===== config.mk =====
export PLATFORM = sky130hd
export DESIGN_NAME = mem_loader
export DESIGN_NICKNAME = d
export VERILOG_FILES = /design/src/rtl/mem_loader.sv
export SDC_FILE = /design/constraint.sdc
export NUM_CORES = 1
export LEC_CHECK = 0
export BUFFER_PORTS_ARGS = -buffer_cell sky130_fd_sc_hd__clkbuf_2
export CORE_MARGIN = 8
export CORE_UTILIZATION = 40
export DETAILED_ROUTE_END_ITERATION = 6
export GPL_TIMING_DRIVEN = 0
export HOLD_SLACK_MARGIN = 0.05
export PLACE_DENSITY = 0.69
export RECOVER_POWER = 25
export SLEW_MARGIN = 20
export SYNTH_ARGS = -nofsm -noshare
export SYNTH_HDL_FRONTEND = slang
export SYNTH_SLANG_ARGS = --single-unit

===== constraint.sdc =====
create_clock -name clk -period 7.8 [get_ports clk]
set_input_delay 0.39 -clock clk [delete_from_list [all_inputs] [get_ports clk]]
set_output_delay 0.39 -clock clk [all_outputs]
set_load 0.01 [all_outputs]

===== src/rtl/mem_loader.sv =====
// Byte-stream image loader: packs incoming bytes big-endian into 32-bit words
// and writes each word to a data RAM in a single WRITE cycle.
module mem_loader #(
  parameter logic [31:0] BASE_ADDR = 32'h0000_0000,
  parameter int          MAX_BYTES = 4096
) (
  input  logic        clk,
  input  logic        rst,
  input  logic        start,
  input  logic        byte_valid,
  input  logic [7:0]  byte_data,
  input  logic        byte_last,
  output logic        byte_ready,
  output logic        ram_ce,
  output logic        ram_we,
  output logic [31:0] ram_addr,
  output logic [3:0]  ram_sel,
  output logic [31:0] ram_data,
  output logic        busy,
  output logic        done,
  output logic [31:0] byte_cnt
);

  typedef enum logic [1:0] {
    IDLE    = 2'd0,
    COLLECT = 2'd1,
    WRITE   = 2'd2,
    DONE    = 2'd3
  } state_t;

  localparam logic [31:0] MAX_LIMIT = 32'(MAX_BYTES);

  state_t      state;
  state_t      state_next;
  logic [31:0] word_ptr;
  logic [31:0] acc_data;
  logic [3:0]  acc_sel;
  logic [31:0] cnt_q;
  logic        finish_load;

  logic        accept;
  logic [1:0]  lane;
  logic [1:0]  lane_pos;
  logic        hit_max;
  logic        term;
  logic        restart;

  // Handshake: a byte transfers on a rising edge where byte_valid and
  // byte_ready are both 1; the source must hold the byte until then.
  assign accept   = (state == COLLECT) && byte_valid;
  assign lane     = cnt_q[1:0];
  assign lane_pos = ~lane;
  assign hit_max  = (cnt_q + 32'd1) == MAX_LIMIT;
  assign term     = accept && ((lane == 2'd3) || byte_last || hit_max);
  assign restart  = start && ((state == IDLE) || (state == DONE));

  assign ram_addr = word_ptr;
  assign byte_cnt = cnt_q;

  always_ff @(posedge clk or posedge rst) begin
    if (rst) begin
      state <= IDLE;
    end else begin
      state <= state_next;
    end
  end

  always_comb begin
    state_next = state;
    case (state)
      IDLE:    if (start) state_next = COLLECT;
      COLLECT: if (term) state_next = WRITE;
      WRITE:   state_next = finish_load ? DONE : COLLECT;
      DONE:    if (start) state_next = COLLECT;
      default: state_next = IDLE;
    endcase
  end

  always_comb begin
    byte_ready = 1'b0;
    busy       = 1'b0;
    done       = 1'b0;
    ram_ce     = 1'b0;
    ram_we     = 1'b0;
    ram_sel    = 4'b0000;
    ram_data   = 32'd0;
    case (state)
      COLLECT: begin
        byte_ready = 1'b1;
        busy       = 1'b1;
      end
      WRITE: begin
        busy     = 1'b1;
        ram_ce   = 1'b1;
        ram_we   = 1'b1;
        ram_sel  = acc_sel;
        ram_data = acc_data;
      end
      DONE:    done = 1'b1;
      default: ;
    endcase
  end

  // Lane 0 lands in bits 31:24, so the byte slot index is the inverted lane.
  always_ff @(posedge clk or posedge rst) begin
    if (rst) begin
      word_ptr    <= BASE_ADDR;
      acc_data    <= 32'd0;
      acc_sel     <= 4'b0000;
      cnt_q       <= 32'd0;
      finish_load <= 1'b0;
    end else if (restart) begin
      word_ptr    <= BASE_ADDR;
      acc_data    <= 32'd0;
      acc_sel     <= 4'b0000;
      cnt_q       <= 32'd0;
      finish_load <= 1'b0;
    end else if (accept) begin
      acc_data[{lane_pos, 3'b000} +: 8] <= byte_data;
      acc_sel[lane_pos]                 <= 1'b1;
      cnt_q                             <= cnt_q + 32'd1;
      finish_load                       <= byte_last || hit_max;
    end else if (state == WRITE) begin
      word_ptr <= word_ptr + 32'd4;
      acc_data <= 32'd0;
      acc_sel  <= 4'b0000;
    end
  end

endmodule


==> reports/qor.yml <==
cts_made_buffers: 9
yosys.area.top_type: "dfrtp_1"
final.period_utilization_pct: 39.8
path_common_cell: "and2_1"
path_buf_inv: 3
switching_share_pct: 34.1
rr_worst_depth: 11
drt_iter0_markers: 233
fin_skew_ns: 0.00881
path_clk_slew_ns: 0.07
crit_arrival_ns: 3.32
maxSlewViolCount: 0
place_inst: 861
ir_drop_v: 0.000124
cp.depth: 11
seqPwrFrac_pct: 39.8
cp-end-kind: "flop"
core_area_mm2: 0.0132
clkPwrFrac_pct: 33.7
grt_pass1_vias: 4864
worstPathMaxFanout: 9
dieArea_mm2: 0.0174
area_delta_synth_final_pct: 22.0
leakage_nw: 3.10
crit_chain: "inv_1, ha_1, and2_1, buf_2, o2111ai_1, nor4_1, and2_1, clkbuf_1, nand4_1, xor2_1, nor2_1"
postPlaceCellArea_mm2: 0.00620
finalCriticalPeriod_ns: 3.10
fin_nets: 719
rrSetupSlack_ns: 4.70
r2r_start: "state[0]"
portBuffers: 115
detail-route-antenna-nets: 0
fp.dieH_um: 132
p_int_mw: 0.983
synthFlopType: "dfrtp_1"
yosysTopAreaCellShare_pct: 47.2
worstMarginPinSlew_ns: 0.986
drc: 0
clk_latency_ns: 0.35
rsz0062_at_grt: "false"
slowest_stage: "nor4_1"
cts_setup_buffers: 0
hold_violations: 0
power_density_mw_per_mm2: 228
dp_hpwl_mm: 11.3
final_area_mm2: 0.00654
start_util_pct: 40.6
drive_above_1_share_pct: 20.9
path_class: "reg2reg"
avgSynthCellArea_um2: 9.44
cts-root-buf: "clkbuf_16"
grt_max_degree: 82
die_w_um: 132
ys_warn_count: 0
grt_antenna_before_repair: 0
start_kind: "flop"
hp-start: "byte_data[0]"
power_frac_comb_pct: 26.6
netlist_instances: 568
grt_pass1_wl_mm: 25.4
gr-usage-all-layers_pct: 17.9
critical_path.top_delay_family: "simple AND/OR/NAND/NOR gates"
rows: 42
synthesis.area_mm2: 0.00536
required_ns: 8.02
ctsHoldBuffers: 1
fin_cells: 878
htreeDepth: 3
status: "completed"
utilization_pct: 49.6
cts_tree: "yes"
switchingPower_mw: 0.509
holdPathEnd: "acc_data[0]"
synth_area_leaders: "dfrtp_1, xor2_1, a22o_1, nor2_1, and2_1"
clock-sinks: 101
hold_path.class: "in2reg"
synth_edf_count: 0
max_slew_margin_pct: 33.9
vias: 4631
synth-seq-cells: 101
ys_seq_area_share_pct: 47.2
holdPathStages: 2
tns_ns: 0
ys_async_sr_fraction_pct: 100
max-cap-violations: 0
setup_viol: 0
viasPerCell: 5.27
routedWlPerCell_um: 17.2
routed_wl_mm: 15.1
synth_cell_types: 46
cts_resized: 0
gp_congestion: 0.926
clk_path_buf_depth: 2
drt-pass1-iter-count: 5
crit_path_max_incr_delay_ns: 0.65
timing.rr.end: "ram_addr[27]"
diodes: 0
ioPinCount: 118
grt_remaining_overflow: 0
timing.fmax_ghz: 0.322
==> metal layers <==
metal,track usage [%],up-vias,wire [um]
met2,30.5,111,7520
met5,0,-,0
met3,3.20,26,611
met1,21.5,2265,6590
li1,-,2229,-
met4,8.23,0,384
==> synthesized netlist by cell type (6+ instances only) <==
cell and count:
a21oi_1 24, a22o_1 32, and2_1 44, and4_1 6, clkbuf_1 16, dfrtp_1 101, ha_1 9, inv_1 9
nand2_1 54, nand3_1 25, nand4_1 19, nor2_1 74, nor3_1 9, nor4_1 8, o21ai_0 16, or3_1 16
xnor2_1 21, xor2_1 39
==> stage by stage <==
step	hold slack, ns	worst slack [ns]	power [mW]
floorplan	0.458	4.76	0.858
global placement	0.478	3.67	0.983
detailed placement	0.346	4.68	1.00
CTS	0.311	4.64	1.51
global route	0.337	4.49	1.58
finish	0.329	4.70	1.49
==> kinds of logic after synthesis <==
family	count (synthesis)	synth area share, %
buffers and inverters	36	2.96
AND/OR/NAND/NOR	267	25.2
multiplexers	4	0.770
flip-flops	101	47.2
other	1	0.0700
AO/OA/AOI/OAI	90	12.0
XOR/XNOR	60	9.80
adder cells (fa/ha/maj)	9	2.10
==> power by group through the flow <==
stage / Combinational (mW) / Clock (mW) / Sequential, mW
after floorplan: 0.260 / 0 / 0.597
after global placement: 0.383 / 0 / 0.600
after detailed placement: 0.399 / 0 / 0.603
after CTS: 0.403 / 0.515 / 0.593
after global routing: 0.440 / 0.537 / 0.598
final: 0.396 / 0.502 / 0.594
==> cells in the final DEF (no fill, tap or decap), types with 3 or more instances in the layout <==
| cell | instances |
|---|---|
| buf_1 | 3 |
| and4_1 | 6 |
| and3_1 | 4 |
| buf_4 | 3 |
| inv_1 | 8 |
| nor3_1 | 9 |
| nand3_1 | 25 |
| nor2_1 | 74 |
| a22oi_1 | 4 |
| mux2i_1 | 3 |
| nand4_1 | 19 |
| a21oi_1 | 24 |
| xor2_1 | 39 |
| nand2_1 | 54 |
| clkbuf_16 | 9 |
| clkbuf_1 | 17 |
| clkbuf_2 | 114 |
| or3_1 | 16 |
| nor4_1 | 7 |
| o21ai_0 | 16 |
| xnor2_1 | 21 |
| a22o_1 | 32 |
| dfrtp_1 | 101 |
| and2_1 | 44 |
| buf_2 | 4 |
| ha_1 | 9 |
==> state kept, by name (all words and copies together) (netlist names) <==
register	count
ram_addr	30
state	2
acc_data	32
acc_sel	4
finish_load	1
byte_cnt	32
==> final cells by class <==
cell class	instances	area [um2]
fillers	1256	6650
multi-input cells	432	2680
flip-flops and latches	101	2530
repair buffers	117	612
clock buffers	11	253
well taps	176	220
plain buffers	27	125
clock inverters	5	81.3
inverters	9	35.0
==> worst max path at each step <==
stage / start / to / slack (ns)
floorplan: rst / acc_data[0] / 4.76
global placement: rst / byte_cnt[26] / 3.67
detailed placement: state[0] / ram_addr[27] / 4.68
CTS: state[0] / ram_addr[27] / 4.64
global route: state[0] / ram_addr[31] / 4.49
finish: state[0] / ram_addr[27] / 4.70
(Power assumes the default switching activity.)
